**src/rtl/riscv_pkg.sv**
```systemverilog
// Shared RV64I decode definitions used by the decode/issue stage and its
// immediate generator: major-opcode constants, immediate-format encodings,
// default datapath widths, and small opcode classification helpers.
package riscv_pkg;

  localparam int XLEN       = 64;
  localparam int REG_ADDR_W = 6;

  // RV64I major opcodes (instr[6:0])
  localparam logic [6:0] LOAD      = 7'b0000011;
  localparam logic [6:0] OP_IMM    = 7'b0010011;
  localparam logic [6:0] AUIPC     = 7'b0010111;
  localparam logic [6:0] OP_IMM_32 = 7'b0011011;
  localparam logic [6:0] STORE     = 7'b0100011;
  localparam logic [6:0] OP        = 7'b0110011;
  localparam logic [6:0] LUI       = 7'b0110111;
  localparam logic [6:0] OP_32     = 7'b0111011;
  localparam logic [6:0] BRANCH    = 7'b1100011;
  localparam logic [6:0] JALR      = 7'b1100111;
  localparam logic [6:0] JAL       = 7'b1101111;

  // Immediate formats; FMT_R doubles as "no immediate" (R-type and illegal)
  typedef enum logic [2:0] {
    FMT_R = 3'd0,
    FMT_I = 3'd1,
    FMT_S = 3'd2,
    FMT_B = 3'd3,
    FMT_U = 3'd4,
    FMT_J = 3'd5
  } imm_fmt_e;

  function automatic imm_fmt_e imm_fmt(input logic [6:0] opcode);
    imm_fmt_e fmt;
    case (opcode)
      LOAD, OP_IMM, OP_IMM_32, JALR: fmt = FMT_I;
      STORE:                         fmt = FMT_S;
      BRANCH:                        fmt = FMT_B;
      LUI, AUIPC:                    fmt = FMT_U;
      JAL:                           fmt = FMT_J;
      default:                       fmt = FMT_R;
    endcase
    return fmt;
  endfunction

  function automatic logic is_legal(input logic [6:0] opcode);
    logic legal;
    case (opcode)
      LOAD, OP_IMM, AUIPC, OP_IMM_32, STORE, OP, LUI, OP_32,
      BRANCH, JALR, JAL: legal = 1'b1;
      default:           legal = 1'b0;
    endcase
    return legal;
  endfunction

  // rs1 is read by everything except the U-type pair and JAL
  function automatic logic uses_rs1(input logic [6:0] opcode);
    return !((opcode == LUI) || (opcode == AUIPC) || (opcode == JAL));
  endfunction

  // rs2 is read by R, S and B formats only
  function automatic logic uses_rs2(input logic [6:0] opcode);
    return (opcode == OP) || (opcode == OP_32) || (opcode == STORE) || (opcode == BRANCH);
  endfunction

  // Legal opcodes other than stores and branches produce a register result
  function automatic logic writes_rd(input logic [6:0] opcode);
    return is_legal(opcode) && (opcode != STORE) && (opcode != BRANCH);
  endfunction

endpackage

```
**src/rtl/imm_gen.sv**
```systemverilog
// Combinational immediate generator: selects the I/S/B/U/J immediate of a
// 32-bit RV64I instruction from its opcode and sign-extends it to XLEN.
// R-type and unrecognised opcodes yield zero.
// Ports:
//   i_instr  in   32    instruction word
//   o_imm    out  XLEN  sign-extended immediate
module imm_gen
  import riscv_pkg::*;
#(
  parameter int XLEN = riscv_pkg::XLEN
) (
  input  logic [31:0]     i_instr,
  output logic [XLEN-1:0] o_imm
);

  imm_fmt_e w_fmt;

  assign w_fmt = imm_fmt(i_instr[6:0]);

  always_comb begin
    o_imm = '0;
    case (w_fmt)
      FMT_I: o_imm = {{(XLEN-12){i_instr[31]}}, i_instr[31:20]};
      FMT_S: o_imm = {{(XLEN-12){i_instr[31]}}, i_instr[31:25], i_instr[11:7]};
      FMT_B: o_imm = {{(XLEN-13){i_instr[31]}}, i_instr[31], i_instr[7],
                      i_instr[30:25], i_instr[11:8], 1'b0};
      FMT_U: o_imm = {{(XLEN-32){i_instr[31]}}, i_instr[31:12], 12'b0};
      FMT_J: o_imm = {{(XLEN-21){i_instr[31]}}, i_instr[31], i_instr[19:12],
                      i_instr[20], i_instr[30:21], 1'b0};
      default: o_imm = '0;
    endcase
  end

endmodule

```
**src/rtl/decode_issue_stage.sv**
```systemverilog
// Decode/issue stage in front of the 64-bit register file. Slices rs1/rs2/rd
// from the fetched instruction, drives the register-file read addresses,
// captures operands, immediate and decode fields into the ID/EX register, and
// holds a per-register busy scoreboard that stalls issue on RAW hazards until
// writeback retires the pending writer.
// Ports:
//   clk, reset                     clock; asynchronous active-high reset
//   if_valid/if_ready              fetch handshake, if_instr/if_pc payload
//   rf_rs1/rf_rs2, rf_data1/2      combinational register-file read port
//   wb_valid/wb_rd                 writeback retiring a write to wb_rd
//   flush                          squash ID/EX contents
//   ex_valid/ex_ready              execute handshake, ex_* payload
//
// Handshakes: a transfer happens on a rising edge where valid && ready. The
// producer holds its payload stable while valid && !ready; ready may depend
// combinationally on valid-side inputs but valid never depends on ready.
module decode_issue_stage
  import riscv_pkg::*;
#(
  parameter int XLEN       = riscv_pkg::XLEN,
  parameter int REG_ADDR_W = riscv_pkg::REG_ADDR_W
) (
  input  logic                  clk,
  input  logic                  reset,
  input  logic                  if_valid,
  output logic                  if_ready,
  input  logic [31:0]           if_instr,
  input  logic [XLEN-1:0]       if_pc,
  output logic [REG_ADDR_W-1:0] rf_rs1,
  output logic [REG_ADDR_W-1:0] rf_rs2,
  input  logic [XLEN-1:0]       rf_data1,
  input  logic [XLEN-1:0]       rf_data2,
  input  logic                  wb_valid,
  input  logic [REG_ADDR_W-1:0] wb_rd,
  input  logic                  flush,
  output logic                  ex_valid,
  input  logic                  ex_ready,
  output logic [XLEN-1:0]       ex_pc,
  output logic [XLEN-1:0]       ex_op1,
  output logic [XLEN-1:0]       ex_op2,
  output logic [XLEN-1:0]       ex_imm,
  output logic [REG_ADDR_W-1:0] ex_rd,
  output logic [6:0]            ex_opcode,
  output logic [2:0]            ex_funct3,
  output logic                  ex_funct7b5,
  output logic                  ex_reg_write,
  output logic                  ex_illegal
);

  logic [6:0]       w_opcode;
  logic [4:0]       w_rs1;
  logic [4:0]       w_rs2;
  logic [4:0]       w_rd;
  logic             w_reg_write;
  logic             w_hazard;
  logic             w_accept;
  logic             w_squash_writer;
  logic [XLEN-1:0]  w_imm;
  logic [31:0]      w_busy_nxt;

  logic [31:0]           r_busy;
  logic                  r_ex_valid;
  logic [XLEN-1:0]       r_ex_pc;
  logic [XLEN-1:0]       r_ex_op1;
  logic [XLEN-1:0]       r_ex_op2;
  logic [XLEN-1:0]       r_ex_imm;
  logic [REG_ADDR_W-1:0] r_ex_rd;
  logic [6:0]            r_ex_opcode;
  logic [2:0]            r_ex_funct3;
  logic                  r_ex_funct7b5;
  logic                  r_ex_reg_write;
  logic                  r_ex_illegal;

  assign w_opcode = if_instr[6:0];
  assign w_rd     = if_instr[11:7];
  assign w_rs1    = if_instr[19:15];
  assign w_rs2    = if_instr[24:20];

  // Read addresses follow the instruction bits unconditionally
  assign rf_rs1 = {{(REG_ADDR_W-5){1'b0}}, w_rs1};
  assign rf_rs2 = {{(REG_ADDR_W-5){1'b0}}, w_rs2};

  // x0 is never a real destination, so it is never tracked as busy
  assign w_reg_write = writes_rd(w_opcode) && (w_rd != 5'd0);

  // Registered busy only: a writeback landing this cycle still stalls, and the
  // instruction issues next cycle once the register file holds the new value.
  assign w_hazard = (uses_rs1(w_opcode) && (w_rs1 != 5'd0) && r_busy[w_rs1]) ||
                    (uses_rs2(w_opcode) && (w_rs2 != 5'd0) && r_busy[w_rs2]);

  assign if_ready = !w_hazard && !flush && (!r_ex_valid || ex_ready);
  assign w_accept = if_valid && if_ready;

  // A writer squashed before execute took it will never write back
  assign w_squash_writer = flush && r_ex_valid && !ex_ready && r_ex_reg_write;

  imm_gen #(.XLEN(XLEN)) u_imm_gen (
    .i_instr (if_instr),
    .o_imm   (w_imm)
  );

  // Clears first, then the issuing writer's set, so set wins on the same index
  always_comb begin
    w_busy_nxt = r_busy;
    if (wb_valid && (wb_rd != '0)) w_busy_nxt[wb_rd[4:0]] = 1'b0;
    if (w_squash_writer)           w_busy_nxt[r_ex_rd[4:0]] = 1'b0;
    if (w_accept && w_reg_write)   w_busy_nxt[w_rd] = 1'b1;
  end

  always_ff @(posedge clk or posedge reset) begin
    if (reset) begin
      r_busy         <= '0;
      r_ex_valid     <= 1'b0;
      r_ex_pc        <= '0;
      r_ex_op1       <= '0;
      r_ex_op2       <= '0;
      r_ex_imm       <= '0;
      r_ex_rd        <= '0;
      r_ex_opcode    <= '0;
      r_ex_funct3    <= '0;
      r_ex_funct7b5  <= 1'b0;
      r_ex_reg_write <= 1'b0;
      r_ex_illegal   <= 1'b0;
    end else begin
      r_busy <= w_busy_nxt;
      if (flush)         r_ex_valid <= 1'b0;
      else if (w_accept) r_ex_valid <= 1'b1;
      else if (ex_ready) r_ex_valid <= 1'b0;
      // Payload only changes on accept, which implies the slot is free
      if (w_accept) begin
        r_ex_pc        <= if_pc;
        r_ex_op1       <= (w_rs1 == 5'd0) ? '0 : rf_data1;
        r_ex_op2       <= (w_rs2 == 5'd0) ? '0 : rf_data2;
        r_ex_imm       <= w_imm;
        r_ex_rd        <= {{(REG_ADDR_W-5){1'b0}}, w_rd};
        r_ex_opcode    <= w_opcode;
        r_ex_funct3    <= if_instr[14:12];
        r_ex_funct7b5  <= if_instr[30];
        r_ex_reg_write <= w_reg_write;
        r_ex_illegal   <= !is_legal(w_opcode);
      end
    end
  end

  assign ex_valid     = r_ex_valid;
  assign ex_pc        = r_ex_pc;
  assign ex_op1       = r_ex_op1;
  assign ex_op2       = r_ex_op2;
  assign ex_imm       = r_ex_imm;
  assign ex_rd        = r_ex_rd;
  assign ex_opcode    = r_ex_opcode;
  assign ex_funct3    = r_ex_funct3;
  assign ex_funct7b5  = r_ex_funct7b5;
  assign ex_reg_write = r_ex_reg_write;
  assign ex_illegal   = r_ex_illegal;

endmodule

```
**config.mk**
```make
export PLATFORM = sky130hd
export DESIGN_NAME = decode_issue_stage
export DESIGN_NICKNAME = d
export VERILOG_FILES = /design/src/rtl/riscv_pkg.sv /design/src/rtl/imm_gen.sv /design/src/rtl/decode_issue_stage.sv
export SDC_FILE = /design/constraint.sdc
export NUM_CORES = 1
export LEC_CHECK = 0
export CAP_MARGIN = 15
export CELL_PAD_IN_SITES_DETAIL_PLACEMENT = 1
export CELL_PAD_IN_SITES_GLOBAL_PLACEMENT = 1
export CORE_AREA = 2 2 205 207
export CTS_CLUSTER_SIZE = 25
export DETAILED_ROUTE_END_ITERATION = 16
export DIE_AREA = 0 0 207 209
export PLACE_DENSITY_LB_ADDON = 0.1
export SYNTH_ARGS = -nofsm -noshare
export SYNTH_HDL_FRONTEND = slang
export SYNTH_SLANG_ARGS = --single-unit
```
**constraint.sdc**
```tcl
create_clock -name clk -period 11.1 [get_ports clk]
set_clock_uncertainty 0.15 [all_clocks]
set_input_delay 1.665 -clock clk [delete_from_list [all_inputs] [get_ports clk]]
set_output_delay 1.665 -clock clk [all_outputs]
set_load 0.02 [all_outputs]
```
==> results of run 1 <==
==> area by class of cell <==
class                      instances  area, sq um  share of cell area [%]
antenna                            4        10.01                 0.05437
clock buffer                      55         1071                   5.818
sequential                       275         6882                   37.38
tap                              539        674.4                   3.663
inverter                          17        71.32                  0.3874
clock inverter                     5        56.30                  0.3059
timing repair buffer             533         5321                   28.91
multi-input combinational        485         4323                   23.48
==> report_power, final <==
part	total (W)	internal, W	switching [W]	leakage, nW
clock network	0.00112	0.000683	0.000442	0.554
registers	0.00129	0.00118	0.000110	3.46
logic	0.00106	0.000545	0.000517	3.72
total	0.00348	0.00241	0.00107	7.74
==> cell usage after synthesis, drive strengths merged (2+ instances only) <==
cell type  count  area [sq um]
nand3b         9         67.56
mux2          97          1182
nor4           4         25.02
nand2b         8         50.05
o31ai         32         240.2
a22o         139          1217
or3            5         31.28
o221ai        31         271.5
or2            4         25.02
o21ai          4         20.01
mux4          11         247.7
nand4          2         12.51
nor2b          9         56.30
nor2          13         48.80
nor4b          3         26.28
nand3         12         60.06
mux2i         26         260.3
a21oi         14         70.07
and3b          2         17.52
nand2         29         108.9
or3b           7         61.31
clkbuf        17         63.81
nand4b         2         17.52
inv           17         63.81
buf          100         629.3
dfrtp        275          6882
==> state kept, by name (all words and copies together), names as in the netlist, 3 cells and up <==
| name | count |
|---|---|
| r_busy | 32 |
| ex_op1 | 64 |
| ex_pc | 64 |
| ex_op2 | 64 |
| ex_opcode | 7 |
| ex_funct3 | 3 |
| ex_imm | 32 |
| ex_rd | 5 |
==> worst max-delay path by stage <==
stage / slack (ns) / startpoint / endpoint
final: 4.72 / if_instr[16] / if_ready
after global placement: 4.69 / if_instr[16] / if_ready
after floorplan: 1.70 / reset / ex_funct3[0]
after CTS: 4.68 / if_instr[16] / if_ready
after global routing: 4.49 / if_instr[16] / if_ready
after detailed placement: 4.65 / if_instr[16] / ex_pc[7]
==> logic make-up after synthesis <==
logic type	count (synthesis)	synth area share, %
AOI/OAI and AO/OA	236	16.45
muxes	134	14.17
DFF	275	57.67
other	1	0.03143
buffers and inverters	134	6.344
and+or+nand+nor	112	5.337
==> through the flow <==
stage | total power [W] | cell area [sq um] | instances | hold slack, ns | utilization (%)
after floorplan | 0.001802 | 11940 | 894 | 0.3697 | -
after global routing | 0.003631 | 18410 | 1913 | 0.3654 | 44.58
after detailed placement | 0.002379 | 17260 | 1848 | 0.3398 | 41.80
final | 0.003478 | 18410 | 1913 | 0.3511 | 44.58
after CTS | 0.003534 | 18390 | 1908 | 0.3559 | 44.53
after global placement | 0.002370 | 17260 | 1848 | 0.3364 | 41.80
==> per-layer routing <==
layer | track usage (%) | up-vias | wire (um)
li1 | - | 4224 | -
met1 | 25.74 | 4912 | 18940
met2 | 34.68 | 361 | 22620
met3 | 7.710 | 68 | 3973
met4 | 7.365 | 4 | 1129
met5 | 0 | - | 28
==> summary.md, run 1 <==
| Metric | Value |
|---|---|
| Outcome | finished, final reports clean |
| CP max stage delay | around 0.97 ns |
| Pwr/cell area | 188.9 nW/um^2 |
| Clock net sink count | around 280 |
| Final WS setup | about 4.7 ns |
| Post-synthesis area per instance | roughly 13 sq um |
| Vias in the first global route | around 10000 |
| Final slew viol count | 0 |
| First-pass GRT wire length | between 60 and 70 mm |
| CP cell instances | clkdlybuf4s50_1, mux2i_1, mux4_2, a211oi_1, o311a_1, nor2_1, clkdlybuf4s50_1 |
| CP Max Fanout | 14 |
| Ys flop type | dfrtp_1 |
| DR vias | between 9000 and 10000 |
| Setup-failing EPs final | 0 |
| Average wire per standard cell | 24.40 um |
| Final WL | 46.68 mm |
| Inserted Clock Buffers | 35 |
| Post-Syn Area | 11930 sq um |
| Clk_lat worst skew | ~0.53 ns |
| Post-CTS Setup Bufs | 0 |
| H-tree levels | 2 |
| Via-to-Cell Ratio | around 5 |
| R2r endpoint | ex_pc[3] |
| PortBufs | roughly 520 |
| Std-Cell Rows | 75 |
| Cell mode on critical path | clkdlybuf4s50_1 |
| CTS tree | built |
| Share of layout cells above drive strength 1 | 13.80% |
| Setup tns final | 0 ns |
| Worst Hold Class | reg2reg |
| Commonest non-fill, non-tap cell in the layout | clkdlybuf4s50_1 |
| Setup crit end kind | output pin |
| Root buffer cell | clkbuf_16 |
| Final HPWL DP | 33.74 mm |
| Async SR Flop Fraction | 100.0% |
| Final period util | between 50% and 60% |
| Post-Synthesis Cells | a little under 900 |
| Total GRT Usage | 21.18% |
| First-iteration detailed-routing DRC count | between 500 and 600 |
| Chip width | ~210 um |
| Peak supply drop | a little over 0.00009 V |
| CP arrival | roughly 4.6 ns |
| Die ar. | about 43000 sq um |
| Post-synthesis sequential area ratio | between 50% and 60% |
| Cell depth of the worst setup path | 7 |
| Max_slew headroom | between 20% and 30% |
| #FFs+latches synth | 275 |
| Pre-CTS setup slack | between 4 and 5 ns |
| Routed Antenna Nets | 0 |
| Final min period | about 6.4 ns |
| Initial antenna violation count | 6 |
| Pin count of the biggest net entering global routing | between 100 and 150 |
| Cell count of the worst reg-to-reg path | 7 |
| Worst path buffer plus inverter count | 2 |
| WHS Path Cells | 1 |
| Commonest non-fill, non-tap cells in the layout | clkdlybuf4s50_1 (521), dfrtp_1 (275), a22o_1 (139), mux2_2 (73), clkbuf_16 (35) |
| Initial Utilization | between 20 and 30% |
| TritonRoute pass-1 iters | 5 |
| Required @ worst endpoint | about 9.3 ns |
| I/O Pins | ~530 |
| RSZ-0062 raised after global routing | false |
| Routability Congestion | a little over 0.8 |
| Fmax | around 160 MHz |
| Slew @ Worst Pin | roughly 1.1 ns |
| Reg2reg setup slack | 7.00 ns |
| Startpoint Class | input port |
| Die span in y | between 200 and 250 um |
| Cts hold-fix bufs | 0 |
| Min-Delay Endpoint | ex_op1[2] |
| Reg2reg start | r_busy[6] |
| Core Area | 41290 sq um |
| Hold Path Origin | ex_op1[2] |
| Global route overflow | 0 |
| Final hold violations | 0 |
| Worst setup path class | in2out |
| Worst-path clk slew | around 0.06 ns |
| Layout Nets | 1583 |
| Synthesis-to-finish area growth | 54.27% |
| Slowest cell on crit path | clkdlybuf4s50_1 |
| CTS Buffer Depth | 3 |
| Number of synthesized flops with an enable pin | 0 |
| # DRC | 0 |
| Count of cell types in the netlist | 52 |
| Leak | about 7.7 nW |
| Max_cap viols | 0 |
| CTS resizes | 0 |
| Filler instances | approximately 4300 |
| Top delay family on crit path | buffers and inverters |
| Synth Warn # | 0 |
(Power assumes the default switching activity.)
==> inputs of run 2 (changes only) <==
==> constraint.sdc (replaced) <==
create_clock -name clk -period 5.9 [get_ports clk]
set_clock_uncertainty 0.15 [all_clocks]
set_input_delay 0.885 -clock clk [delete_from_list [all_inputs] [get_ports clk]]
set_output_delay 0.885 -clock clk [all_outputs]
set_load 0.02 [all_outputs]
==> run 2 against run 1 <==
  * Critical path depth unchanged
  * Combinational power up 90%
  * Hold slack worse by 0.0011 ns
  * Sequential power increased by 88%
  * Routed wire length rose by 1.5%
  * Sequential share of layout area about the same
  * Clock-buffer cell count is 4 lower
==> summary.md, run 2 (same netlist as run 1, synthesis figures left out) <==
| Metric | Value |
|---|---|
| First-iteration detailed-routing DRC count | around 530 |
| H-tree levels | 2 |
| Clk_lat worst skew | 0.53 ns |
| CTS Buffer Depth | 3 |
| Std-Cell Rows | 75 |
| I/O Pins | ~530 |
| Top delay family on crit path | simple AND/OR/NAND/NOR gates |
| Peak supply drop | ~0.00025 V |
| Commonest non-fill, non-tap cell in the layout | clkdlybuf4s50_1 |
| Post-CTS Setup Bufs | 0 |
| CP cell instances | clkdlybuf4s50_1, or2_2, nor4_1, nor4_1, and4bb_1, nor2_1, clkdlybuf4s50_1 |
| CP max stage delay | 0.74 ns |
| Final HPWL DP | around 34 mm |
| TritonRoute pass-1 iters | 4 |
| CP Max Fanout | 12 |
| Setup tns final | 0 ns |
| RSZ-0062 raised after global routing | false |
| Max_cap viols | 0 |
| Clock net sink count | 275 |
| Filler instances | approximately 4300 |
| CTS tree | built |
| Pin count of the biggest net entering global routing | 152 |
| Pwr/cell area | between 300 and 400 nW/um^2 |
| Via-to-Cell Ratio | between 4 and 5 |
| Final WL | 47.40 mm |
| Final min period | between 5 and 6 ns |
| Average wire per standard cell | between 20 and 25 um |
| Layout Nets | around 1600 |
| Cts hold-fix bufs | 0 |
| Leak | 7.731 nW |
| Root buffer cell | clkbuf_16 |
| Outcome | finished, final reports clean |
| Fmax | between 150 and 200 MHz |
| Startpoint Class | input port |
| Routed Antenna Nets | 0 |
| Max_slew headroom | between 30% and 40% |
| Worst Hold Class | reg2reg |
| Dpl cell area | 17310 sq um |
| Required @ worst endpoint | a little under 5 ns |
| CP arrival | about 4.0 ns |
| Worst path buffer plus inverter count | 2 |
| Initial antenna violation count | 4 |
| Final WS setup | between 0.8 and 0.9 ns |
| Inserted Clock Buffers | 34 |
| Final Cell Area | about 18000 sq um |
| Pre-CTS setup slack | roughly 0.79 ns |
| Die span in y | about 210 um |
| Slew @ Worst Pin | 1.004 ns |
| Slowest cell on crit path | clkdlybuf4s50_1 |
| Worst setup path class | in2out |
| Global route overflow | 0 |
| Final hold violations | 0 |
| Synthesis-to-finish area growth | 54.23% |
| Core Area | 41290 sq um |
| PortBufs | approximately 520 |
| # DRC | 0 |
| Setup-failing EPs final | 0 |
| Commonest non-fill, non-tap cells in the layout | clkdlybuf4s50_1 (521), dfrtp_1 (275), a22o_1 (139), mux2_2 (73), clkbuf_16 (35) |
| CTS resizes | 0 |
| Total GRT Usage | about 21% |
| Vias in the first global route | about 10000 |
| First-pass GRT wire length | roughly 70 mm |
| Final period util | a little under nine tenths |
| Final slew viol count | 0 |
| Chip width | slightly above 200 um |
| Setup crit end kind | output pin |
| DR vias | around 9500 |
| Initial Utilization | roughly 29% |
| Routability Congestion | slightly below 0.8 |
| Die ar. | approximately 43000 sq um |
| Share of layout cells above drive strength 1 | 13.68% |
| Final hold slack | 0.3500 ns |
| Worst-path clk slew | 0.05 ns |
-- run 2: cell count changes in the layout (fill, tap and decap cells not counted), sizes merged --
cell / previous run / this run
buf: 12 / 11
clkbuf: 55 / 51
clkinv: 2 / 5
diode: 4 / 3
inv: 18 / 17
-- run 2: worst paths after layout --
check	from	endpoint	slack (ns)	cells after the start
worst max-delay path	if_instr[21]	if_ready	0.85	7
worst min-delay path	ex_op2[7]	ex_op2[7]	0.35	1
worst max register to register	r_busy[7]	ex_rd[1]	2.81	7
worst min register to register	ex_op2[7]	ex_op2[7]	0.35	1
max in group asynchronous	reset	ex_pc[25]	4.03	3
min in group asynchronous	reset	ex_pc[11]	0.78	3
-- run 2: per-stage QoR --
stage | std cells | utilization [%] | power, W
after floorplan | 894 | - | 0.003390
after global placement | 1848 | 41.92 | 0.004474
after detailed placement | 1848 | 41.92 | 0.004492
after CTS | 1906 | 44.55 | 0.006631
after global routing | 1909 | 44.57 | 0.006811
final | 1909 | 44.57 | 0.006522
-- run 2: where the power goes --
group          switching [W]  internal [W]  leakage [nW]
clock network       0.000838       0.00124         0.543
registers           0.000211       0.00222          3.46
logic               0.000978       0.00103          3.73
total                0.00203       0.00449          7.73
-- run 2: final cells by class --
class / instances / area [sq um] / area share [%]
sequential: 275 / 6882 / 37.39
timing repair buffer: 532 / 5360 / 29.13
multi-input combinational: 485 / 4323 / 23.49
clock buffer: 51 / 1026 / 5.575
tap: 539 / 674.4 / 3.664
inverter: 17 / 67.56 / 0.3671
clock inverter: 7 / 63.81 / 0.3467
antenna: 3 / 7.507 / 0.04079
-- run 2: layer usage --
layer  share of wire, %  GRT usage, %
met1                 40         25.93
met5              0.027             0
met3                9.2         8.506
met4                2.0         5.961
met2                 49         35.40
